File: config.mk
export PLATFORM = sky130hd
export DESIGN_NAME = distortion_pipe
export DESIGN_NICKNAME = d
export VERILOG_FILES = /design/src/rtl/distortion_pipe.sv
export SDC_FILE = /design/constraint.sdc
export NUM_CORES = 1
export LEC_CHECK = 0
export BUFFER_PORTS_ARGS = -buffer_cell sky130_fd_sc_hd__buf_2
export CORE_UTILIZATION = 35
export CTS_CLUSTER_DIAMETER = 200
export CTS_CLUSTER_SIZE = 20
export DETAILED_ROUTE_END_ITERATION = 12
export GPL_TIMING_DRIVEN = 0
export PLACE_DENSITY = 0.58
export SYNTH_ARGS = -nofsm -noshare
export SYNTH_HDL_FRONTEND = slang
export SYNTH_SLANG_ARGS = --single-unit
File: constraint.sdc
create_clock -name clk -period 7.5 [get_ports clk]
set_input_delay 1.5 -clock clk [delete_from_list [all_inputs] [get_ports clk]]
set_output_delay 1.5 -clock clk [all_outputs]
set_load 0.02 [all_outputs]
File: src/rtl/distortion_pipe.sv
// distortion_pipe: smoothed gain followed by bypass/hard/soft/asymmetric clip
// with a saturating count of clipped output samples; 4-cycle fixed latency.
//
// Ports:
//   clk, rst         clock, synchronous active-high reset
//   in_valid         input sample strobe (no backpressure)
//   in_sample        signed input sample, DATA_W bits
//   gain_target      signed target gain, Q(FRAC_BITS)
//   mode             0 bypass, 1 hard, 2 soft, 3 asymmetric (per sample)
//   clear_count      synchronous clear of clip_count (wins over increment)
//   out_valid        out_sample strobe
//   out_sample       signed shaped sample, holds while out_valid = 0
//   gain_now         current smoothed gain
//   clip_count       saturating clipped-sample count
//
// Build option: define DISTORTION_PIPE_SOFTCLIP_EN to build the cubic soft
// clip for mode 2; without it mode 2 behaves as the hard clip.

module distortion_pipe #(
   parameter int DATA_W     = 16,
   parameter int FRAC_BITS  = 12,
   parameter int GAIN_W     = 16,
   parameter int RAMP_SHIFT = 6,
   parameter int CNT_W      = 16
) (
   input  logic                     clk,
   input  logic                     rst,
   input  logic                     in_valid,
   input  logic signed [DATA_W-1:0] in_sample,
   input  logic signed [GAIN_W-1:0] gain_target,
   input  logic [1:0]               mode,
   input  logic                     clear_count,
   output logic                     out_valid,
   output logic signed [DATA_W-1:0] out_sample,
   output logic signed [GAIN_W-1:0] gain_now,
   output logic [CNT_W-1:0]         clip_count
);

   localparam int P_W = DATA_W + GAIN_W;
   localparam int D_W = GAIN_W + 1;
`ifdef DISTORTION_PIPE_SOFTCLIP_EN
   // x clamped to +/-F needs FRAC_BITS+2 signed bits; products need twice that
   localparam int XC_W = FRAC_BITS + 2;
   localparam int M_W  = 2 * XC_W;
`endif

   localparam logic signed [P_W-1:0] F_P =
      P_W'(longint'(1) <<< FRAC_BITS);
   localparam logic signed [P_W-1:0] H_P = F_P - P_W'(1);
   localparam logic signed [P_W-1:0] HALF_P = F_P >>> 1;
   localparam logic signed [GAIN_W-1:0] F_G =
      GAIN_W'(longint'(1) <<< FRAC_BITS);

   typedef enum logic [1:0] {
      M_BYP  = 2'd0,
      M_HARD = 2'd1,
      M_SOFT = 2'd2,
      M_ASYM = 2'd3
   } mode_e;

   // returns {clip, y}
   function automatic logic [P_W:0] f_clamp(
      input logic signed [P_W-1:0] i_x,
      input logic signed [P_W-1:0] i_lo,
      input logic signed [P_W-1:0] i_hi
   );
      logic [P_W:0] v;
      if (i_x > i_hi) begin
         v = {1'b1, i_hi};
      end else if (i_x < i_lo) begin
         v = {1'b1, i_lo};
      end else begin
         v = {1'b0, i_x};
      end
      return v;
   endfunction

   // ---------------- gain smoother ----------------
   logic signed [GAIN_W-1:0] r_g;
   logic signed [D_W-1:0]    w_d;
   logic signed [D_W-1:0]    w_sh;
   logic signed [D_W-1:0]    w_step;
   logic signed [GAIN_W-1:0] w_g_nxt;

   always_comb begin
      w_d    = D_W'(gain_target) - D_W'(r_g);
      w_sh   = w_d >>> RAMP_SHIFT;
      w_step = w_sh;
      // small positive error would stall at 0; force a unit step
      if (w_sh == '0 && w_d != '0) begin
         w_step = w_d[D_W-1] ? '1 : D_W'(1);
      end
      w_g_nxt = GAIN_W'(D_W'(r_g) + w_step);
   end

   // ---------------- S1: multiply ----------------
   logic signed [P_W-1:0]    w_p;
   logic                     r_s1_v;
   logic signed [P_W-1:0]    r_s1_p;
   mode_e                    r_s1_mode;
   logic signed [DATA_W-1:0] r_s1_raw;

   assign w_p = P_W'(in_sample) * P_W'(r_g);

   always_ff @(posedge clk) begin
      if (rst) begin
         r_g    <= F_G;
         r_s1_v <= 1'b0;
      end else begin
         r_s1_v <= in_valid;
         if (in_valid) begin
            r_g <= w_g_nxt;
         end
      end
   end

   always_ff @(posedge clk) begin
      if (in_valid) begin
         r_s1_p    <= w_p;
         r_s1_mode <= mode_e'(mode);
         r_s1_raw  <= in_sample;
      end
   end

   // ---------------- S2: rescale, square ----------------
   logic signed [P_W-1:0]    w_x;
   logic                     r_s2_v;
   logic signed [P_W-1:0]    r_s2_x;
   mode_e                    r_s2_mode;
   logic signed [DATA_W-1:0] r_s2_raw;

   assign w_x = r_s1_p >>> FRAC_BITS;

`ifdef DISTORTION_PIPE_SOFTCLIP_EN
   logic signed [XC_W-1:0] w_xc;
   logic signed [M_W-1:0]  w_sq;
   logic signed [XC_W-1:0] w_x2;
   logic signed [XC_W-1:0] r_s2_xc;
   logic signed [XC_W-1:0] r_s2_x2;

   always_comb begin
      // bound x before squaring so x2 never exceeds F
      if (w_x > F_P) begin
         w_xc = XC_W'(F_P);
      end else if (w_x < -F_P) begin
         w_xc = XC_W'(-F_P);
      end else begin
         w_xc = XC_W'(w_x);
      end
      w_sq = M_W'(w_xc) * M_W'(w_xc);
      w_x2 = XC_W'(w_sq >>> FRAC_BITS);
   end

   always_ff @(posedge clk) begin
      if (r_s1_v) begin
         r_s2_xc <= w_xc;
         r_s2_x2 <= w_x2;
      end
   end
`endif

   always_ff @(posedge clk) begin
      if (rst) begin
         r_s2_v <= 1'b0;
      end else begin
         r_s2_v <= r_s1_v;
      end
   end

   always_ff @(posedge clk) begin
      if (r_s1_v) begin
         r_s2_x    <= w_x;
         r_s2_mode <= r_s1_mode;
         r_s2_raw  <= r_s1_raw;
      end
   end

   // ---------------- S3: shaping ----------------
   logic signed [P_W-1:0]    w_y;
   logic                     w_clip;
   logic                     r_s3_v;
   logic signed [DATA_W-1:0] r_s3_y;
   logic                     r_s3_clip;

`ifdef DISTORTION_PIPE_SOFTCLIP_EN
   logic signed [M_W-1:0] w_cube;
   logic signed [M_W-1:0] w_x3;
   logic signed [M_W-1:0] w_soft;

   always_comb begin
      w_cube = M_W'(r_s2_x2) * M_W'(r_s2_xc);
      w_x3   = w_cube >>> FRAC_BITS;
      // (3x - x^3) / 2
      w_soft = ((M_W'(r_s2_xc) <<< 1) + M_W'(r_s2_xc) - w_x3) >>> 1;
   end
`endif

   always_comb begin
      w_y    = P_W'(r_s2_raw);
      w_clip = 1'b0;
      unique case (r_s2_mode)
         M_BYP: begin
            w_y    = P_W'(r_s2_raw);
            w_clip = 1'b0;
         end
         M_HARD: begin
            {w_clip, w_y} = f_clamp(r_s2_x, -F_P, H_P);
         end
         M_SOFT: begin
`ifdef DISTORTION_PIPE_SOFTCLIP_EN
            if (r_s2_x >= F_P) begin
               w_y    = H_P;
               w_clip = 1'b1;
            end else if (r_s2_x <= -F_P) begin
               w_y    = -F_P;
               w_clip = 1'b1;
            end else begin
               w_y    = P_W'(w_soft);
               w_clip = 1'b0;
            end
`else
            {w_clip, w_y} = f_clamp(r_s2_x, -F_P, H_P);
`endif
         end
         M_ASYM: begin
            {w_clip, w_y} = f_clamp(r_s2_x, -HALF_P, H_P);
         end
         default: begin
            w_y    = P_W'(r_s2_raw);
            w_clip = 1'b0;
         end
      endcase
   end

   always_ff @(posedge clk) begin
      if (rst) begin
         r_s3_v <= 1'b0;
      end else begin
         r_s3_v <= r_s2_v;
      end
   end

   always_ff @(posedge clk) begin
      if (r_s2_v) begin
         r_s3_y    <= DATA_W'(w_y);
         r_s3_clip <= w_clip;
      end
   end

   // ---------------- S4: output and clip counter ----------------
   logic                     r_out_v;
   logic signed [DATA_W-1:0] r_out_y;
   logic [CNT_W-1:0]         r_cnt;

   always_ff @(posedge clk) begin
      if (rst) begin
         r_out_v <= 1'b0;
         r_out_y <= '0;
         r_cnt   <= '0;
      end else begin
         r_out_v <= r_s3_v;
         if (r_s3_v) begin
            r_out_y <= r_s3_y;
         end
         // counter moves on the same edge the clipped sample is presented
         if (clear_count) begin
            r_cnt <= '0;
         end else if (r_s3_v && r_s3_clip && r_cnt != '1) begin
            r_cnt <= r_cnt + 1'b1;
         end
      end
   end

   assign out_valid  = r_out_v;
   assign out_sample = r_out_y;
   assign gain_now   = r_g;
   assign clip_count = r_cnt;

endmodule

==> impl_results.md, run 1 <==
* RSZ-0062 raised after global routing: true
* Worst Hold Endpoint: r_s2_x[1]$_DFFE_PP_
* # rows at 77
* Vias post-DR at 10,900
* CTS tree: built
* GRT Total Usage at 0.177
* Worst R2R Path Depth at 21
* Clock root cell: clkbuf_16
* Initial Util at 0.359
* Mapped Area at 16,000 sq um
* Status: finished clean
* Reg2Reg Capture Point: r_s1_p[31]$_DFFE_PP_
* Max-slew violations at 0
* Worst r2r src: gain_now[7]$_SDFFE_PP0P_
* FF/Latch Area at 3830 sq um
* Top_reg_cell synth: edfxtp_1
* Share of cells above drive strength 1 at 0.0846
* Yosys top cell area share at 0.329
* Drt first-iter violations at 571
* WP buf/inv at 7
* Worst Max-Slew Pin Slew at 0.988 ns
* Hold Startpoint: r_s1_p[13]$_DFFE_PP_
* Crit. End Element: register
* Routability Congestion at between 0.8 and 0.9
* Ys async rst share at 0
* Family with the most delay on the worst path: adder cells
* Ys Warns at 0
* Multi-input gate area at 10,800 sq um
* CP max stage delay at 0.54 ns
* Port buffer count at 86
* Sum Neg Setup Slack at 0 ns
* Fmax at 138 MHz
* Final setup fails at 0
* EDFF count, synth at between 90 and 100
* CTS Sinks at 145
* # IOs at 87
* Die span in y at 216 um
* CORE AREA at ~45,000 sq um
* Vias in the first global route at roughly 12,000
* Simple-gate portion of the synthesized area at 0.145
* # fillers at 4,412
* Total grt overflow at 0
* Initial antenna violation count at 1
* Worst-path cell chain: buf_2 > clkbuf_4 > and2_1 > fa_1 > inv_1 > fa_1 > fa_1 > fa_1 > inv_1 > fa_1 > inv_1 > fa_1 > inv_1 > ha_1 > nand3_1 > nor2_1 > a221oi_4 > buf_12 > o211ai_1 > nand3_1 > o2111ai_2 > a21oi_1 > xnor2_2
* Top cell by count, worst path: fa_1
* Largest family of logic cells by synthesized area: adder cells
* Post-synthesis compound-gate area fraction at 0.0578
* Worst EP required at 7.66 ns
* Largest net degree at the start of global routing at 44
* Hold buffer count at cts at 0
* Register area share after synthesis at 0.240
* Worst-path clk slew at 0.06 ns
* Critical path's slowest cell: fa_1
* Number of max-cap violations at 0
* Die area at roughly 47,000 sq um
* Post-synthesis mux area share at 0.0176
* Synth Area in XOR/XNOR at 0.0367
* Post-DR wirelength/cell at 16.6 um
* Hold depth at 0
* H-tree depth at 4
* Worst Setup Start Kind: input port
* R2R setup slack at 0.40 ns
* Routed Wire Length at 38.2 mm
* Die X at 216 um
* Adder-cell share of the synthesized area at 0.418
* DR pass1 iterations at 5
* Crit path DAT at 7.43 ns
* DP HPWL at 32.3 mm
* Layout area overhead at 11.2%
* DRC errors left at 0
* NumNets Final at 2,103
* Period minus WS final at between 7 and 8 ns
* Final Skew at 0.0139 ns
* FF+latch count, synth at approximately 150
* Worst hold path class: register to register
* Vias per cell at 4.76
* Syn_nets at 2,008
* Cells after Synth at 1,594
* Post-DRT Antenna Nets at 0
* First-pass GRT wire length at 63.5 mm
* Deepest clock path buffer count at 2
* Mean Syn Cell Area at around 10 sq um
* Final Hold Vio Count at 0
* Setup CP Type: input port to register
* Ranking of synthesized cells by area: fa_1 (33%), edfxtp_1 (17%), ha_1 (8.8%)
* CP max FO at 10
* Clk_lat worst skew at about 0.43 ns
* Tcrit/Tclk final at 0.969
* Cell taking the most area after synthesis: fa_1
* Slew headroom at 0.341
* Cts bufs inserted at 17
* Library cells used by synthesis at 63
==> worst max-delay path by stage <==
stage | startpoint | end | slack (ns) | depth (start not counted)
CTS | in_sample[4] | r_s1_p[31]$_DFFE_PP_ | 0.02 | 23
floorplan | in_sample[15] | r_s1_p[31]$_DFFE_PP_ | 0.37 | 20
global route | in_sample[5] | r_s1_p[31]$_DFFE_PP_ | -0.04 | 23
detailed placement | in_sample[15] | r_s1_p[31]$_DFFE_PP_ | -0.86 | 21
global placement | in_sample[15] | r_s1_p[31]$_DFFE_PP_ | -0.80 | 21
finish | in_sample[5] | r_s1_p[31]$_DFFE_PP_ | 0.23 | 23
==> layout make-up <==
class | instances | area share
diodes | 1 | 0.000141
plain buffers | 39 | 0.00851
clock buffers | 17 | 0.0239
clock inverters | 15 | 0.00992
inverters | 313 | 0.0661
multi-input cells | 1084 | 0.608
flip-flops and latches | 145 | 0.216
well taps | 592 | 0.0416
repair buffers | 89 | 0.0263
==> cells in the mapped netlist, types with 5 or more instances <==
| library cell | instances |
|---|---|
| a211oi_1 | 7 |
| a21o_1 | 21 |
| a21oi_1 | 47 |
| a31oi_1 | 6 |
| and2_1 | 127 |
| and3_1 | 10 |
| buf_1 | 7 |
| clkbuf_1 | 45 |
| dfxtp_1 | 52 |
| edfxtp_1 | 93 |
| fa_1 | 263 |
| ha_1 | 113 |
| inv_1 | 313 |
| mux2i_1 | 27 |
| nand2_1 | 157 |
| nand2b_1 | 9 |
| nand3_1 | 12 |
| nand4_1 | 9 |
| nor2_1 | 117 |
| nor2b_1 | 7 |
| nor3_1 | 10 |
| o21ai_0 | 14 |
| or2_2 | 5 |
| xnor2_1 | 41 |
| xor2_1 | 26 |
==> sequential cells by signal (all words and copies together) (netlist names) <==
register / count
r_s1_raw: 16
r_s2_v: 1
r_s1_p: 20
r_s1_v: 1
r_s3_clip: 1
r_s2_x: 20
gain_now: 16
r_s1_mode: 2
r_s3_y: 16
clip_count: 16
r_s3_v: 1
out_sample: 16
r_s2_raw: 16
out_valid: 1
r_s2_mode: 2
==> routing by layer <==
layer | global-route usage | vias up | wire [um]
met3 | 0.0289 | 36 | 1600
met1 | 0.234 | 5506 | 17300
li1 | - | 5156 | -
met5 | 0 | - | 0
met4 | 0.0428 | 0 | 671
met2 | 0.301 | 224 | 18700
==> cell usage in the layout, fill, tap and decap left out, types with 5 or more instances in the layout <==
master | netlist | routed
nor3_1 | 10 | 10
buf_2 | 0 | 85
xor2_1 | 26 | 26
nor2b_1 | 7 | 7
edfxtp_1 | 93 | 93
xnor2_1 | 41 | 40
and2_1 | 127 | 127
clkbuf_16 | 0 | 17
nand4_1 | 9 | 9
a21o_1 | 21 | 21
fa_1 | 263 | 262
buf_1 | 7 | 7
ha_1 | 113 | 113
a31oi_1 | 6 | 6
o21ai_0 | 14 | 14
nand3_1 | 12 | 12
clkbuf_1 | 45 | 30
or2_2 | 5 | 5
nor2_1 | 117 | 117
and3_1 | 10 | 10
a211oi_1 | 7 | 7
dfxtp_1 | 52 | 51
inv_1 | 313 | 313
mux2i_1 | 27 | 27
nand2_1 | 157 | 157
nand2b_1 | 9 | 9
inv_6 | 0 | 6
a21oi_1 | 47 | 47
==> metrics by stage <==
step                      hold WS (ns)  setup WS, ns  cell area, sq um  instances  utilization
after floorplan                  0.400         0.371             16000       1594            -
after global placement           0.400        -0.804             17200       2272        0.385
after detailed placement         0.405        -0.855             17200       2272        0.385
after CTS                        0.418        0.0185             17800       2300        0.399
after global routing             0.426       -0.0446             17800       2294        0.399
final                            0.414         0.235             17800       2295        0.399
==> logic make-up after synthesis <==
| logic type | count (synthesis) |
|---|---|
| DFF | 145 |
| AOI/OAI and AO/OA | 135 |
| muxes | 28 |
| buffers and inverters | 365 |
| xor gates and xnor gates | 67 |
| adders and majority gates | 376 |
| and+or+nand+nor | 478 |
==> repair_timing <==
action,4_1_cts,5_1_grt
setup endpoints to repair,10,8
endpoints found under the hold margin,0,0
resized for setup,3,7
pin swaps,1,3
setup buffers,2,1
Power of run 1 is not shown: default switching activity piles up to over one toggle a cycle in this logic, so the estimate is an artifact.
==> inputs of run 2 (changes only) <==
==> constraint.sdc (replaced) <==
create_clock -name clk -period 7.5 [get_ports clk]
set_input_delay 0.375 -clock clk [delete_from_list [all_inputs] [get_ports clk]]
set_output_delay 0.375 -clock clk [all_outputs]
set_load 0.02 [all_outputs]
==> impl_results.md, run 2 (synthesized netlist as in run 1, its figures left out) <==
* Die X at 216 um (unchanged)
* Sum Neg Setup Slack at 0 ns (unchanged)
* Die area at 46,500 sq um (unchanged)
* Drt first-iter violations at 586 (was 571)
* Largest net degree at the start of global routing at 44 (unchanged)
* DR pass1 iterations at 5 (unchanged)
* Share of cells above drive strength 1 at 0.0818 (was 0.0846)
* Worst hold path class: input port to register (was register to register)
* Worst-path cell chain: clkbuf_1 > clkbuf_1 > nand2_1 > fa_1 > inv_1 > fa_1 > fa_1 > fa_1 > fa_1 > inv_1 > fa_1 > inv_1 > ha_1 > nand3_1 > o31ai_1 > nand3_1 > o2111ai_1 > a21oi_1 > xnor2_1 (was buf_2 > clkbuf_4 > and2_1 > fa_1 > inv_1 > fa_1 > fa_1 > fa_1 > inv_1 > fa_1 > inv_1 > fa_1 > inv_1 > ha_1 > nand3_1 > nor2_1 > a221oi_4 > buf_12 > o211ai_1 > nand3_1 > o2111ai_2 > a21oi_1 > xnor2_2)
* NumNets Final at 2,113 (was 2,103)
* Cts bufs inserted at 17 (unchanged)
* Vias per cell at 4.78 (was 4.76)
* Max-slew violations at 0 (unchanged)
* Fmax at 140 MHz (was 138 MHz)
* Worst Setup Start Kind: register (was input port)
* Status: finished clean (unchanged)
* Total grt overflow at 0 (unchanged)
* DP HPWL at 32.3 mm (unchanged)
* # IOs at 87 (unchanged)
* Slew headroom at 0.339 (was 0.341)
* Metal3 WL at 2.05 mm (was 1.60 mm)
* Routability Congestion at 0.888 (unchanged)
* Placed Area at 17,200 sq um (unchanged)
* Wire length on met2 at 19.5 mm (was 18.7 mm)
* Post-route cell area at 17,800 sq um (about the same)
* Initial antenna violation count at 1 (unchanged)
* CP max stage delay at 0.60 ns (was 0.54 ns)
* Crit path DAT at 7.37 ns (was 7.43 ns)
* Most common cell after layout, fill and taps aside: inv_1 (unchanged)
* CORE AREA at 44,600 sq um (unchanged)
* Final Skew at 0.00948 ns (was 0.0139 ns)
* CTS tree: built (unchanged)
* Pre-CTS setup slack at 0.0175 ns (was -0.855 ns)
* Critical path's slowest cell: clkbuf_1 (was fa_1)
* Post-DRT Antenna Nets at 0 (unchanged)
* GRT Total Usage at 0.180 (was 0.177)
* Util after Layout at 0.398 (was 0.399)
* Top cell by count, worst path: fa_1 (unchanged)
* Final Hold Vio Count at 0 (unchanged)
* Worst-path clk slew at 0.07 ns (was 0.06 ns)
* Setup CP Type: register to register (was input port to register)
* First-pass GRT wire length at 64.4 mm (was 63.5 mm)
* Port buffer count at 86 (unchanged)
* Vias post-DR at 11,000 (was 10,900)
* DR top layer: met4 (unchanged)
* # rows at 77 (unchanged)
* Initial Util at 0.359 (unchanged)
* Top Registers: r_s1_p: 20 flops, r_s2_x: 20 flops (unchanged)
* Number of max-cap violations at 0 (unchanged)
* Deepest clock path buffer count at 2 (unchanged)
* Routed Wire Length at 39.7 mm (was 38.2 mm)
* Period minus WS final at 7.15 ns (was 7.27 ns)
* M1 WL at 17.5 mm (was 17.3 mm)
* Die span in y at 216 um (unchanged)
* H-tree depth at 4 (unchanged)
* RSZ-0062 raised after global routing: false (was true)
* CTS Sinks at 145 (unchanged)
* Vias in the first global route at 11,800 (about the same)
* Post-DR wirelength/cell at 17.2 um (was 16.6 um)
* Clock root cell: clkbuf_16 (unchanged)
* Crit. End Element: register (unchanged)
* Final setup fails at 0 (unchanged)
* Tcrit/Tclk final at 0.953 (was 0.969)
* CP max FO at 10 (unchanged)
* Final setup margin at 0.352 ns (was 0.235 ns)
* DRC errors left at 0 (unchanged)
* Post-CTS repair timing setup buffer count at 0 (was 2)
* Layout area overhead at 11.1% (was 11.2%)
* Worst Max-Slew Pin Slew at 0.992 ns (was 0.988 ns)
* Worst EP required at 7.72 ns (was 7.66 ns)
* Clk_lat worst skew at 0.42 ns (was 0.43 ns)
* Most frequent cells in the layout: inv_1 (313), fa_1 (263), nand2_1 (157), and2_1 (127), nor2_1 (117) (was inv_1 (313), fa_1 (262), nand2_1 (157), and2_1 (127), nor2_1 (117))
## run 2: changes by cell type in the layout (fill, tap and decap cells not counted), moves of 2 or more
cell and change:
clkbuf_1 +12, buf_4 -2, clkbuf_2 +2, clkbuf_4 -2
## run 2: path summary, 6_finish.rpt
| path | from | endpoint | slack [ns] | cells past startpoint |
|---|---|---|---|---|
| worst max register to register | gain_now[7]$_SDFFE_PP0P_ | r_s1_p[31]$_DFFE_PP_ | 0.35 | 19 |
| worst min-delay path | mode[1] | r_s1_mode[1]$_DFFE_PP_ | 0.13 | 1 |
| worst max-delay path | gain_now[7]$_SDFFE_PP0P_ | r_s1_p[31]$_DFFE_PP_ | 0.35 | 19 |
| worst min register to register | r_s1_raw[10]$_DFFE_PP_ | r_s2_raw[10]$_DFFE_PP_ | 0.42 | 0 |
## run 2: critical path: cells and delay by family, from the launching register on
| kind | cells | cell delay (ns) |
|---|---|---|
| and+or+nand+nor | 3 | 0.53 |
| AOI/OAI and AO/OA | 3 | 0.96 |
| adders and majority gates | 7 | 3.49 |
| buffers and inverters | 5 | 1.29 |
| xor gates and xnor gates | 1 | 0.28 |
| DFF | 1 | 0.36 |
## run 2: final cells by class
type | instances | area, sq um
inverter | 313 | 1170
fill | 4418 | 26800
clock buffer | 17 | 425
multi-input combinational | 1084 | 10800
buffer | 52 | 199
antenna | 1 | 2.50
clock inverter | 15 | 176
tap | 592 | 741
timing repair buffer | 86 | 430
sequential | 145 | 3840
## run 2: repair_timing
item / CTS / global route
resized for setup: 1 / 5
hold buffers: 0 / 0
endpoints found under the setup margin: 1 / 2
## run 2: layer usage
metal	vias up	global-route usage
met5	-	0
met4	0	0.0385
met2	234	0.308
met1	5580	0.237
met3	40	0.0331
li1	5175	-
## run 2: through the flow
| step | cells | hold WS (ns) |
|---|---|---|
| after floorplan | 1594 | 0.400 |
| after global placement | 2272 | 0.400 |
| after detailed placement | 2272 | 0.405 |
| after CTS | 2304 | 0.0987 |
| after global routing | 2304 | 0.103 |
| final | 2305 | 0.127 |
Power of run 2 is left out for the same reason.
